===== src/rtl/uart_tx_port.sv =====
// uart_tx_port: memory-mapped 8N1 UART transmitter on the RAT output-port bus.
//
// A rising edge of (IO_STRB & PORT_ID==DATA_ID) pushes OUT_PORT into a small
// FIFO. An FSM pops bytes and shifts them out LSB first on TX. STATUS reports
// {5'b0, OVERRUN, BUSY, FULL}. The top-level input mux places STATUS on IN_PORT
// when STAT_ID is read.
//
// Ports:
//   CLK       in   board clock
//   RESET     in   asynchronous, active-high reset
//   PORT_ID   in   MCU port ID
//   OUT_PORT  in   MCU output data
//   IO_STRB   in   MCU output strobe (may stay high for several cycles)
//   TX        out  serial line, idles high, registered
//   STATUS    out  {5'b0, OVERRUN, BUSY, FULL}
module uart_tx_port #(
    parameter logic [7:0]  DATA_ID      = 8'h42,
    parameter logic [7:0]  STAT_ID      = 8'h43,
    parameter int unsigned CLKS_PER_BIT = 868,
    parameter int unsigned FIFO_DEPTH   = 4
) (
    input  logic       CLK,
    input  logic       RESET,
    input  logic [7:0] PORT_ID,
    input  logic [7:0] OUT_PORT,
    input  logic       IO_STRB,
    output logic       TX,
    output logic [7:0] STATUS
);

    localparam int unsigned AW = $clog2(FIFO_DEPTH);
    localparam int unsigned CW = $clog2(CLKS_PER_BIT);

    // Elaboration-time sanity checks on the configuration.
    if (CLKS_PER_BIT < 2) begin : g_bad_cpb
        $error("uart_tx_port: CLKS_PER_BIT must be >= 2");
    end
    if ((FIFO_DEPTH < 2) || ((FIFO_DEPTH & (FIFO_DEPTH - 1)) != 0)) begin : g_bad_depth
        $error("uart_tx_port: FIFO_DEPTH must be a power of two >= 2");
    end
    if (STAT_ID == DATA_ID) begin : g_bad_ids
        $error("uart_tx_port: STAT_ID and DATA_ID must differ");
    end

    typedef enum logic [1:0] {StIdle, StStart, StData, StStop} state_e;

    state_e        state_q, state_d;
    logic [CW-1:0] cnt_q, cnt_d;
    logic [2:0]    idx_q, idx_d;
    logic [7:0]    shift_q, shift_d;
    logic          tx_q, tx_d;
    logic          overrun_q, overrun_d;
    logic          wr_req, wr_req_q, push, pop, bit_done;

    logic [7:0]    mem [0:FIFO_DEPTH-1];
    logic [AW:0]   wr_ptr_q, wr_ptr_d, rd_ptr_q, rd_ptr_d, count;
    logic          empty, full, push_ok;

    // Write detect: one push per strobe, on its rising edge only.
    assign wr_req = IO_STRB && (PORT_ID == DATA_ID);
    assign push   = wr_req && !wr_req_q;

    // Extra pointer MSB distinguishes full from empty.
    assign count   = wr_ptr_q - rd_ptr_q;
    assign empty   = (wr_ptr_q == rd_ptr_q);
    assign full    = (count == (AW + 1)'(FIFO_DEPTH));
    // A pop in the same cycle frees a slot, so a push at FULL is still accepted.
    assign push_ok = push && (!full || pop);

    assign wr_ptr_d  = push_ok ? wr_ptr_q + (AW + 1)'(1) : wr_ptr_q;
    assign rd_ptr_d  = pop ? rd_ptr_q + (AW + 1)'(1) : rd_ptr_q;
    assign overrun_d = overrun_q || (push && !push_ok);

    always_ff @(posedge CLK) begin
        if (push_ok) begin
            mem[wr_ptr_q[AW-1:0]] <= OUT_PORT;
        end
    end

    assign bit_done = (cnt_q == CW'(CLKS_PER_BIT - 1));

    // Next-state logic; the baud counter is cleared on every state change.
    always_comb begin
        state_d = state_q;
        cnt_d   = cnt_q;
        idx_d   = idx_q;
        shift_d = shift_q;
        pop     = 1'b0;
        unique case (state_q)
            StIdle: begin
                if (!empty) begin
                    pop     = 1'b1;
                    shift_d = mem[rd_ptr_q[AW-1:0]];
                    cnt_d   = '0;
                    state_d = StStart;
                end
            end
            StStart: begin
                if (bit_done) begin
                    cnt_d   = '0;
                    idx_d   = 3'd0;
                    state_d = StData;
                end else begin
                    cnt_d = cnt_q + CW'(1);
                end
            end
            StData: begin
                if (bit_done) begin
                    cnt_d   = '0;
                    shift_d = {1'b0, shift_q[7:1]};
                    if (idx_q == 3'd7) begin
                        state_d = StStop;
                    end else begin
                        idx_d = idx_q + 3'd1;
                    end
                end else begin
                    cnt_d = cnt_q + CW'(1);
                end
            end
            StStop: begin
                if (bit_done) begin
                    cnt_d   = '0;
                    state_d = StIdle;
                end else begin
                    cnt_d = cnt_q + CW'(1);
                end
            end
            default: begin
                state_d = StIdle;
            end
        endcase
    end

    // Line level for the current state; registered so TX never glitches.
    always_comb begin
        tx_d = 1'b1;
        unique case (state_q)
            StStart: tx_d = 1'b0;
            StData:  tx_d = shift_q[0];
            default: tx_d = 1'b1;
        endcase
    end

    always_ff @(posedge CLK or posedge RESET) begin
        if (RESET) begin
            state_q   <= StIdle;
            cnt_q     <= '0;
            idx_q     <= 3'd0;
            shift_q   <= 8'h00;
            tx_q      <= 1'b1;
            overrun_q <= 1'b0;
            wr_req_q  <= 1'b0;
            wr_ptr_q  <= '0;
            rd_ptr_q  <= '0;
        end else begin
            state_q   <= state_d;
            cnt_q     <= cnt_d;
            idx_q     <= idx_d;
            shift_q   <= shift_d;
            tx_q      <= tx_d;
            overrun_q <= overrun_d;
            wr_req_q  <= wr_req;
            wr_ptr_q  <= wr_ptr_d;
            rd_ptr_q  <= rd_ptr_d;
        end
    end

    assign TX     = tx_q;
    assign STATUS = {5'b00000, overrun_q, (state_q != StIdle) || !empty, full};

endmodule

===== config.mk =====
export PLATFORM = sky130hd
export DESIGN_NAME = uart_tx_port
export DESIGN_NICKNAME = d
export VERILOG_FILES = /design/src/rtl/uart_tx_port.sv
export SDC_FILE = /design/constraint.sdc
export NUM_CORES = 1
export LEC_CHECK = 0
export CAP_MARGIN = 15
export CORE_AREA = 2 2 87 89
export DETAILED_ROUTE_END_ITERATION = 12
export DIE_AREA = 0 0 89 91
export PLACE_DENSITY = 0.62
export SYNTH_ARGS = -nofsm -noshare
export SYNTH_HDL_FRONTEND = slang
export SYNTH_SLANG_ARGS = --single-unit

===== constraint.sdc =====
create_clock -name CLK -period 3 [get_ports CLK]
set_input_delay 0.6 -clock CLK [delete_from_list [all_inputs] [get_ports CLK]]
set_output_delay 0.6 -clock CLK [all_outputs]
set_load 0.01 [all_outputs]

# == Word level (Yosys, flattened, before mapping) ==
# Memories as Yosys holds them, arrays and structs flattened.
# Cells that the tools add are included.
# op_classes
reduce_logical,19
add_sub_neg,5
eq_ne,14
mux,21
# op_table
cell,n
$mux 10,2
$pmux 10 s2,1
$mux 8,2
$pmux 8 s2,1
$ne 2x2->1 const B,6
$add 10x1->10 const B,1
$eq 10x10->1 const B,1
$mux 2,5
$add 3x1->3 const B,3
$mux 3,3
$eq 8x7->1 const B,1
$pmux 2 s4,1
$eq 3x3->1 const B,2
$pmux 3 s2,1
$reduce_bool 2->1,3
$reduce_and 5->1,1
$eq 2x2->1 const B,2
$logic_and 1x1->1,4
$logic_not 1->1,4
$mux 1,4
$reduce_and 4->1,1
$eq 3x3->1,1
$logic_or 1x1->1,3
$reduce_and 3->1,1
5 further kinds,5
# word_totals
in_bits,19
reg_bits,32
word_cells,69
out_inout_bits,9
mem_bits_rw,32
mem_count,1
# mem_list
memory,words,word_bits,read_ports,rd_clocked_by_memory_dff,write_ports,line,text
mem,4,8,1,0,1,55,logic [7:0] mem [0:FIFO_DEPTH-1];

# == Logic depth before layout (Yosys ltp) ==
# Gate-level depths: netlist (run 1).
# depth
depth_word,8
mapped_depth,8

# == Worst setup path before layout (run 1) ==
# No wires, ideal clock.
# synth_path
path_kind,reg2reg
start,register rd_ptr_q[1]
end,memory mem[0][0] (enable)
n_path_buf,1
slack_ns,0.808
t_required_ns,2.690
arrival_time_ns,1.883
path_stages_with_launch,8
path_cell_list,dfrtp_1 -> clkbuf_1 -> inv_1 -> ha_1 -> and2_1 -> a21boi_2 -> o31a_4 -> and2_2
# synth_between
elab_chain_cells,7
word_cells_on_any_way,10
# synth_lines
item,line,text
from (decl),56,"logic [AW:0] wr_ptr_q, wr_ptr_d, rd_ptr_q, rd_ptr_d, count;"
from (signal assigned),164,rd_ptr_q <= rd_ptr_d;
$sub 3x3->3 or $eq 3x3->1 (tied branches),"64, 65",
$eq 3x3->1 or $mux 1 (tied branches),"66, 91",
$logic_not 1->1 or $mux 1 (tied branches),"68, 89",
$logic_or 1x1->1 (*),68,assign push_ok = push && (!full || pop);
$logic_and 1x1->1 (*),68,
$mux 1 (*),75,if (push_ok) begin
$mux 1 (not written as such) (*),76,mem[wr_ptr_q[AW-1:0]] <= OUT_PORT;
to (decl),55,
# Every way passes the cells marked *; elsewhere a longest branch is shown, timed or not.

# == Final worst setup path (run 1) ==
# layout_path
start,register wr_ptr_q[1]
end,output STATUS[0]
# layout_between
elab_chain_cells,2
# layout_lines
item,line,text
from (decl),56,
from (signal assigned),163,wr_ptr_q <= wr_ptr_d;
$sub 3x3->3,64,assign count = wr_ptr_q - rd_ptr_q;
$eq 3x3->1,66,assign full = (count == (AW + 1)'(FIFO_DEPTH));
to (decl),28,output logic [7:0] STATUS
# Every way passes these cells.

==> impl_metrics.env, run 1 <==
export IMPL_status="finished, final reports clean"
export IMPL_area_delta_synth_final_pct=17.3
export IMPL_grt_start_max_net_pins=18
export IMPL_path_clk_slew_ns=0.08
export IMPL_ant_nets=0
export IMPL_drtIter0Drc=58
export IMPL_clk_path_buf_depth=2
export IMPL_synth_area_mux_share_pct=12.3
export IMPL_ys_seq_area_share_pct=56.2
export IMPL_start_util_pct=43.9
export IMPL_path_cells="ha_1 -> nand2b_1 -> xnor2_2 -> nor2_1 -> clkdlybuf4s50_1"
export IMPL_gp_routability_congestion=0.822
export IMPL_route_detailed_wl_per_inst_um=14.3
export IMPL_io_buffers=22
export IMPL_cap_violations=0
export IMPL_synth_top_family_by_area="multiplexers"
export IMPL_synth_warnings=0
export IMPL_antennaDiodeCount=0
export IMPL_relSlewSlack_pct=57.3
export IMPL_critPathLaunchType="flop"
export IMPL_clockRootBuffer="clkbuf_8"
export IMPL_period_share_pct=86.2
export IMPL_vias=1786
export IMPL_skew_ns=0.00859
export IMPL_firstDrtPassIters=6
export IMPL_core_area_um2=7140
export IMPL_final_nets=282
export IMPL_setup_viol=0
export IMPL_grt_pass1_wl_mm=8.68
export IMPL_slowest_delay_ns=0.54
export IMPL_cp_required_ns=2.40
export IMPL_power_density_nw_per_um2=500
export IMPL_worst_pin_slew_ns=0.640
export IMPL_numCtsBuffers=9
export IMPL_synthArstFlopShare_pct=50.0
export IMPL_cp_end_kind="output pin"
export IMPL_min_period_ns=2.58
export IMPL_drc=0
export IMPL_dpl_hpwl_mm=3.45
export IMPL_holdWs_ns=0.464
export IMPL_synth_area_um2=3140
export IMPL_postSynthAreaPerCell_um2=14.4
export IMPL_synth_edf_count=32
export IMPL_post_cts_buffers=0
export IMPL_fmax_ghz=0.387
export IMPL_die_area_um2=8100
export IMPL_via_per_inst=5.07
export IMPL_overflow=0
export IMPL_io_pins=28
export IMPL_fp_dieW_um=89
export IMPL_ys_dominant_reg_cell="edfxtp_1"
export IMPL_htree_levels=3
export IMPL_grt_pass1_vias=1839
export IMPL_routed_wl_mm=5.02
export IMPL_antenna_found_initial=0
export IMPL_p_leak_nw=1.45
export IMPL_crit_arrival_ns=1.98
export IMPL_yosysUniqueCellTypes=52
export IMPL_cp_max_fo=5
export IMPL_ir_drop_v=0.000508
export IMPL_rows=31
export IMPL_finalHoldViolations=0
export IMPL_cts_tree="built"
export IMPL_die_h_um=91
export IMPL_synth_seq_cells=64
export IMPL_cp_slowest_cell="clkdlybuf4s50_1"
export IMPL_yosys_area_share_simple_pct=9.82
export IMPL_drv_slew=0
export IMPL_rsz0062_at_grt="no"
export IMPL_synthXorXnorAreaFrac_pct=3.07
export IMPL_critPathKind="reg -> out"
export IMPL_clkLatencyLatePin_ns=0.34
export IMPL_cts_sinks=64
export IMPL_drive_gt1_share_pct=24.9
export IMPL_nFillCells=625
export IMPL_postSynthCellCount=218
export IMPL_fin_tns_setup_ns=0
export IMPL_hp_class="reg -> reg"
export IMPL_grtUsageTotal_pct=14.0
export IMPL_synthAdderAreaFrac_pct=5.99
export IMPL_synth_compound_area_share_pct=8.18
cell usage after synthesis (3+ instances only):
library cell / number / share of area (%)
nor3_1: 4 / 0.64
nand2_1: 10 / 1.2
nand3_1: 3 / 0.48
nor2_1: 3 / 0.36
a31oi_1: 4 / 0.80
o21ai_0: 7 / 1.1
edfxtp_1: 32 / 31
a22o_1: 9 / 2.5
mux4_2: 8 / 5.7
xnor2_1: 4 / 1.1
ha_1: 15 / 6.0
mux2_2: 17 / 6.1
and2_2: 3 / 0.72
nand2b_1: 3 / 0.60
buf_4: 7 / 1.7
dfrtp_1: 31 / 25
inv_1: 11 / 1.3
a21oi_1: 6 / 0.96
path summary, 6_finish.rpt:
path	start	endpoint	slack, ns	cells past startpoint
max in group asynchronous	RESET	shift_q[3]	1.68	3
min	overrun_q	overrun_q	0.46	1
min reg2reg	overrun_q	overrun_q	0.46	1
max	wr_ptr_q[1]	STATUS[0]	0.42	5
min in group asynchronous	RESET	cnt_q[2]	0.64	2
max reg2reg	wr_ptr_q[0]	mem[2][5]	0.79	6
report_power, final:
part | internal (W) | leakage [nW] | total (W) | switching, W
Combinational | 0.0000371 | 0.646 | 0.0000736 | 0.0000365
Sequential | 0.000925 | 0.687 | 0.000928 | 0.00000297
Clock | 0.000478 | 0.114 | 0.000836 | 0.000358
state kept, by name, indices dropped and copies added, names as in the netlist:
register   cells
mem           32
cnt_q         10
shift_q        8
idx_q          3
rd_ptr_q       3
wr_ptr_q       3
state_q        2
TX             1
overrun_q      1
wr_req_q       1
cells in the final DEF, fill, tap and decap left out, drive strengths merged, types with 2 or more instances in the layout:
| cell type | synthesis | layout |
|---|---|---|
| a21oi | 6 | 6 |
| a22o | 9 | 9 |
| a31oi | 4 | 4 |
| and2 | 5 | 5 |
| and3 | 2 | 2 |
| and3b | 2 | 2 |
| and4b | 2 | 2 |
| buf | 12 | 6 |
| bufinv | 0 | 2 |
| clkbuf | 1 | 9 |
| clkdlybuf4s50 | 0 | 21 |
| clkinv | 0 | 3 |
| conb | 1 | 5 |
| dfrtp | 31 | 31 |
| edfxtp | 32 | 32 |
| ha | 15 | 15 |
| inv | 11 | 13 |
| mux2 | 18 | 18 |
| mux4 | 8 | 8 |
| nand2 | 10 | 10 |
| nand2b | 3 | 3 |
| nand3 | 3 | 3 |
| nor2 | 4 | 4 |
| nor3 | 4 | 4 |
| nor4 | 2 | 2 |
| o21ai | 7 | 7 |
| or3 | 2 | 2 |
| xnor2 | 6 | 6 |
| xor2 | 2 | 2 |
timing repair:
| action | CTS | global route |
|---|---|---|
| hold buffers | 0 | 0 |
| setup endpoints to repair | 0 | 1 |
| resized for setup | 0 | 1 |
| endpoints found under the hold margin | 0 | 0 |
cells by family after synthesis:
logic type               count (synthesis)
flip-flops                              64
AND/OR/NAND/NOR                         46
AO/OA/AOI/OAI                           34
multiplexers                            26
buffers and inverters                   24
adder cells (fa/ha/maj)                 15
XOR/XNOR                                 8
other                                    1
final cells by class:
type	instances	area (µm²)	share of cell area, %
clock buffer	9	124	3.37
clock inverter	7	104	2.82
inverter	11	41.3	1.12
tap	99	124	3.37
sequential	64	1760	47.9
multi-input combinational	134	1250	34.1
timing repair buffer	28	268	7.28
per-stage QoR:
stage,setup WS (ns),cell area [µm²],cells,power (W),util (%)
final,0.415,3680,352,0.00184,51.5
after CTS,0.0796,3670,352,0.00187,51.5
after floorplan,0.808,3150,222,0.000988,-
after global routing,0.283,3680,352,0.00191,51.5
after global placement,0.507,3450,336,0.00102,48.3
after detailed placement,0.471,3450,336,0.00102,48.3
routing by layer:
metal	up-vias	track usage [%]	part of all wire, %
met5	-	0	0
met1	873	18.5	47
li1	865	-	-
met2	43	22.1	47
met3	5	4.36	4.3
met4	0	4.48	0.84
critical path, delay by kind of cell, from the launching register on:
| kind | cells | cell delay, ns |
|---|---|---|
| AND/OR/NAND/NOR | 2 | 0.28 |
| adder cells (fa/ha/maj) | 1 | 0.21 |
| flip-flops | 1 | 0.43 |
| buffers and inverters | 1 | 0.54 |
| XOR/XNOR | 1 | 0.18 |
(Power assumes the default switching activity.)
==> run 2, diff against run 1 <==
--- a/config.mk
+++ b/config.mk
@@ -5,11 +5,13 @@
 export SDC_FILE = /design/constraint.sdc
 export NUM_CORES = 1
 export LEC_CHECK = 0
+export ABC_CLOCK_PERIOD_IN_PS = 3000
 export CAP_MARGIN = 15
 export CORE_AREA = 2 2 87 89
 export DETAILED_ROUTE_END_ITERATION = 12
 export DIE_AREA = 0 0 89 91
 export PLACE_DENSITY = 0.62
+export RECOVER_POWER = 50
 export SYNTH_ARGS = -nofsm -noshare
 export SYNTH_HDL_FRONTEND = slang
 export SYNTH_SLANG_ARGS = --single-unit
==> run 2 against run 1 <==
Net effect: core utilization shrank 0.11 points; die area is the same; maximum frequency is essentially flat; sequential share of layout area grew 0.098 points; critical path type unchanged; critical endpoint unchanged; largest cell class unchanged.
==> impl_metrics.env, run 2 (synthesized netlist as in run 1, its figures left out) <==
export IMPL_rows=31
export IMPL_drive_gt1_share_pct=24.1
export IMPL_vias=1789
export IMPL_switching_share_pct=21.6
export IMPL_setup_viol=0
export IMPL_ir_drop_v=0.000505
export IMPL_critPathLaunchType="flop"
export IMPL_drtIter0Drc=56
export IMPL_drv_slew=0
export IMPL_intPower_w=0.00144
export IMPL_dpl_hpwl_mm=3.45
export IMPL_power_density_nw_per_um2=499
export IMPL_post_dp_cell_area_um2=3450
export IMPL_area_delta_synth_final_pct=17.0
export IMPL_cts_tree="built"
export IMPL_nFillCells=629
export IMPL_start_util_pct=43.9
export IMPL_p_seq_share_pct=50.6
export IMPL_layout_common_cells="32 x edfxtp_1, 31 x dfrtp_1, 17 x mux2_2, 15 x ha_1"
export IMPL_antennaDiodeCount=0
export IMPL_p_sw_w=0.000397
export IMPL_critPathKind="reg -> out"
export IMPL_core_area_um2=7140
export IMPL_grt_pass1_wl_mm=8.68
export IMPL_antenna_found_initial=0
export IMPL_grt_start_max_net_pins=18
export IMPL_ant_nets=0
export IMPL_grt_pass1_vias=1839
export IMPL_htree_levels=3
export IMPL_rsz0062_at_grt="no"
export IMPL_min_period_ns=2.58
export IMPL_finalHoldViolations=0
export IMPL_cts_sinks=64
export IMPL_path_buf_inv=1
export IMPL_die_h_um=91
export IMPL_cp_max_fo=5
export IMPL_path_clk_slew_ns=0.08
export IMPL_skew_ns=0.00874
export IMPL_largest_reg_flops=32
export IMPL_die_area_um2=8100
export IMPL_fin_area_um2=3670
export IMPL_post_cts_buffers=0
export IMPL_drc=0
export IMPL_fmax_ghz=0.387
export IMPL_worst_pin_slew_ns=0.894
export IMPL_cp_required_ns=2.40
export IMPL_overflow=0
export IMPL_firstDrtPassIters=4
export IMPL_hp_class="reg -> reg"
export IMPL_clkLatencyLatePin_ns=0.34
export IMPL_gp_routability_congestion=0.822
export IMPL_route_detailed_wl_per_inst_um=14.3
export IMPL_numCtsBuffers=9
export IMPL_grtUsageTotal_pct=14.0
export IMPL_cp_end_kind="output pin"
export IMPL_p_comb_share_pct=3.8
export IMPL_io_buffers=22
export IMPL_critPathTopFamily="buffers and inverters"
export IMPL_layout_commonest_cell="edfxtp_1"
export IMPL_period_share_pct=86.1
export IMPL_io_pins=28
export IMPL_final_nets=282
export IMPL_fp_dieW_um=89
export IMPL_clockRootBuffer="clkbuf_8"
export IMPL_slowest_delay_ns=0.54
export IMPL_p_clk_share_pct=45.5
export IMPL_crit_arrival_ns=1.98
export IMPL_routed_wl_mm=5.04
export IMPL_clk_path_buf_depth=2
export IMPL_cap_violations=0
export IMPL_final_cells=352
export IMPL_fin_tns_setup_ns=0
export IMPL_p_leak_nw=1.44
export IMPL_status="finished, final reports clean"
export IMPL_relSlewSlack_pct=40.4
export IMPL_path_cells="ha_1 -> nand2b_1 -> xnor2_2 -> nor2_1 -> clkdlybuf4s50_1"
export IMPL_cp_slowest_cell="clkdlybuf4s50_1"
export IMPL_dp_cells=336
export IMPL_via_per_inst=5.08
-- run 2: cell count changes in the layout (fill, tap and decap cells not counted), sizes merged --
cell,before,now
clkdlybuf4s50,21,11
dlygate4sd3,0,10
buf,6,4
clkbuf,9,11
-- run 2: per-stage QoR --
stage	utilization, %	hold WS (ns)	total power (W)	worst slack [ns]
global placement	48.3	0.454	0.00102	0.507
CTS	51.5	0.472	0.00187	0.0796
finish	51.4	0.464	0.00183	0.417
global route	51.4	0.481	0.00191	0.283
detailed placement	48.3	0.453	0.00102	0.471
floorplan	-	0.429	0.000988	0.808
-- run 2: final timing paths --
kind | from | endpoint | cells past startpoint | slack, ns
worst max-delay path | wr_ptr_q[1] | STATUS[0] | 5 | 0.42
worst max register to register | state_q[0] | state_q[1] | 7 | 0.69
min in group asynchronous | RESET | cnt_q[2] | 2 | 0.78
worst min register to register | overrun_q | overrun_q | 1 | 0.46
max in group asynchronous | RESET | shift_q[3] | 3 | 1.00
worst min-delay path | overrun_q | overrun_q | 1 | 0.46
-- run 2: metal layers --
metal  global-route usage (%)  vias up  part of all wire, %
met5                        0        -                    0
met4                     4.48        0                  1.3
met3                     4.36        8                  3.2
met2                     22.1       32                   47
met1                     18.5      884                   48
li1                         -      865                    -
-- run 2: final cells by class --
class                   instances  area [µm²]  share of cell area (%)
clock inverters                 7         104                    2.83
well taps                      99         124                    3.38
repair buffers                 28         260                    7.09
multi-input cells             134        1250                    34.2
flip-flops and latches         64        1760                    48.0
clock buffers                   9         124                    3.38
inverters                      11        41.3                    1.13
-- run 2: timing repair --
item / 4_1_cts / 5_1_grt
setup endpoints to repair: 0 / 1
resized for setup: 0 / 1
hold buffers: 0 / 0
-- run 2: power groups by stage --
stage / Clock (W) / Sequential [W] / Combinational, W
final: 0.000835 / 0.000928 / 0.0000703
after global routing: 0.000897 / 0.000928 / 0.0000809
after CTS: 0.000863 / 0.000928 / 0.0000753
after detailed placement: 0 / 0.000946 / 0.0000746
after global placement: 0 / 0.000946 / 0.0000744
after floorplan: 0 / 0.000946 / 0.0000425
==> variant, RTL diff (settings of run 2) <==
Encoding of `state_e`: now one-hot (4 bits for 4 states).
--- a/src/rtl/uart_tx_port.sv
+++ b/src/rtl/uart_tx_port.sv
@@ -42,7 +42,7 @@
         $error("uart_tx_port: STAT_ID and DATA_ID must differ");
     end
 
-    typedef enum logic [1:0] {StIdle, StStart, StData, StStop} state_e;
+    typedef enum logic [3:0] {StIdle = 4'b0001, StStart = 4'b0010, StData = 4'b0100, StStop = 4'b1000} state_e;
 
     state_e        state_q, state_d;
     logic [CW-1:0] cnt_q, cnt_d;
Formal check against the unedited RTL: same outputs for any inputs over 10 cycles, from zero or initial values and one cycle with RESET high; not proved beyond that.
==> variant against run 2 <==
  * The run now ends with max-capacitance violations, max-slew violations left
  * Sequential cell count up 2
  * Setup slack got worse by 0.24 ns
  * Critical path depth grew 1
  * Fmax is 8.6% lower
  * Final cell count increased by 2.0%
  * Synthesized area fell by 3.1%
  * Via count shrank 0.67%
  * Routed wire length is 0.93% lower
  * Sequential share of layout area grew 2.8 points
  * Cell area is 2.7% lower
  * Critical endpoint unchanged
Power is not compared: it rests on default switching activity, and its combinational part moved more than twofold at a synthesized area within 25%.
==> variant: results (changes against run 2) <==
| Metric | Value |
|---|---|
| Reg2reg path depth | 6 (-1) |
| GRT met3 Usage | 0.04909 (+0.005455) |
| Max-Cap Viols | 1 (+1) |
| Clk slew on worst S/H paths | 0.08 ns (about the same) |
| Ys async rst share | 0.5152 (+0.01515) |
| Yosys cell types | 47 (-9.6%) |
| Worst-margin pin slew | 1.831 ns (+0.9370 ns) |
| # fillers | 650 (+3.3%) |
| Placer Congestion | 0.7420 (-9.7%) |
| Grt met1 use | 0.1887 (+0.004126) |
| Area share of the largest cell type after synthesis | 0.3163 (+0.009845) |
| Share of layout cells above drive strength 1 | 0.1500 (-0.09111) |
| Clock Skew | 0.01099 ns (+0.002253 ns) |
| RR Startpoint | wr_ptr_q[0] |
| Drt wl/cell | 13.90 um (-2.9%) |
| Initial drt markers | 87 (+55%) |
| Max reg flops | 32 (unchanged) |
| Switching power share of the total | 0.3079 |
| Number of global-route vias before repair | 1,784 (-3.0%) |
| Final HPWL DP | 3593 um (+4.1%) |
| Top cells by area, synth | edfxtp_1, dfrtp_1, mux4_2, ha_1, nor2_1 |
| # nets final | 284 (+0.71%) |
| Worst R2R End | mem[0][5] |
| Post-synthesis sequential area ratio | 0.5972 (+0.03495) |
| Met2 wire len | 2358 um (-0.59%) |
| Largest net degree at the start of global routing | 35 (+17) |
| Outcome | finished, violations left |
| DRT met1 WL | 2363 um (-3.1%) |
| Via density | 4.950 (-2.6%) |
| CTS Root Cell | clkbuf_8 |
| Gr usage total | 0.1409 (+0.0006404) |
| Met2 usage | 0.2096 (-0.01119) |
| Met3 WL | 183 um (+12%) |
| First-pass GRT wire length | 8569 um (-1.3%) |
| Worst reg-to-reg setup slack | 0.52 ns (-0.17 ns) |
| WP data arrival | 2.23 ns (+0.25 ns) |
| Slew Viols, Final | 35 (+35) |
| Synth top cells by count | dfrtp_1, edfxtp_1, nor2_1 |
| Num CTS Buffers | 9 (unchanged) |
| Failing checks | max-capacitance violations, max-slew violations |
| IO buf count | 22 (unchanged) |
| Worst-path fanout max | 4 (-1) |
-- variant: cells by family (layout without fill, tap and decap cells) --
kind of cell    after synthesis  after routing  share of synthesized area
mux                          16             16                    0.08608
compound gates               40             40                    0.09349
buf+inv                      21             51                    0.03789
flops                        66             66                     0.5972
xor+xnor                     14             14                    0.04284
fa+ha+maj                    10             10                    0.04119
simple gates                 58             58                     0.1001
other cells                   1              5                   0.001234
-- variant: cell type report --
class,count,share of cell area
flip-flops and latches,66,0.5082
multi-input cells,143,0.3148
repair buffers,27,0.07115
clock buffers,9,0.03470
well taps,99,0.03470
clock inverters,7,0.02804
inverters,8,0.008412
-- variant: per-stage QoR --
stage / setup slack (ns) / cell area [um^2] / total power [mW] / std cells / hold WS, ns
after global routing: 0.04130 / 3570 / 2.946 / 359 / 0.4942
after floorplan: 0.5568 / 3053 / 1.766 / 230 / 0.4428
after CTS: 0.1274 / 3573 / 2.802 / 359 / 0.4899
after global placement: 0.2892 / 3349 / 1.941 / 343 / 0.4659
final: 0.1738 / 3570 / 2.755 / 359 / 0.4767
after detailed placement: 0.2722 / 3349 / 1.960 / 343 / 0.4742
-- variant: worst max path at each step --
stage	from	end	slack (ns)
floorplan	rd_ptr_q[1]	mem[0][0]	0.56
global placement	PORT_ID[2]	mem[0][1]	0.29
detailed placement	PORT_ID[2]	mem[0][2]	0.27
CTS	wr_ptr_q[0]	STATUS[0]	0.13
global route	RESET	rd_ptr_q[1]	0.04
finish	wr_ptr_q[0]	STATUS[0]	0.17
-- variant: power groups by stage --
stage	Sequential [mW]	Clock, mW	Combinational, mW
floorplan	1.15	0	0.617
global placement	1.17	0	0.774
detailed placement	1.17	0	0.792
CTS	1.15	0.854	0.795
global route	1.17	0.890	0.888
finish	1.15	0.831	0.773
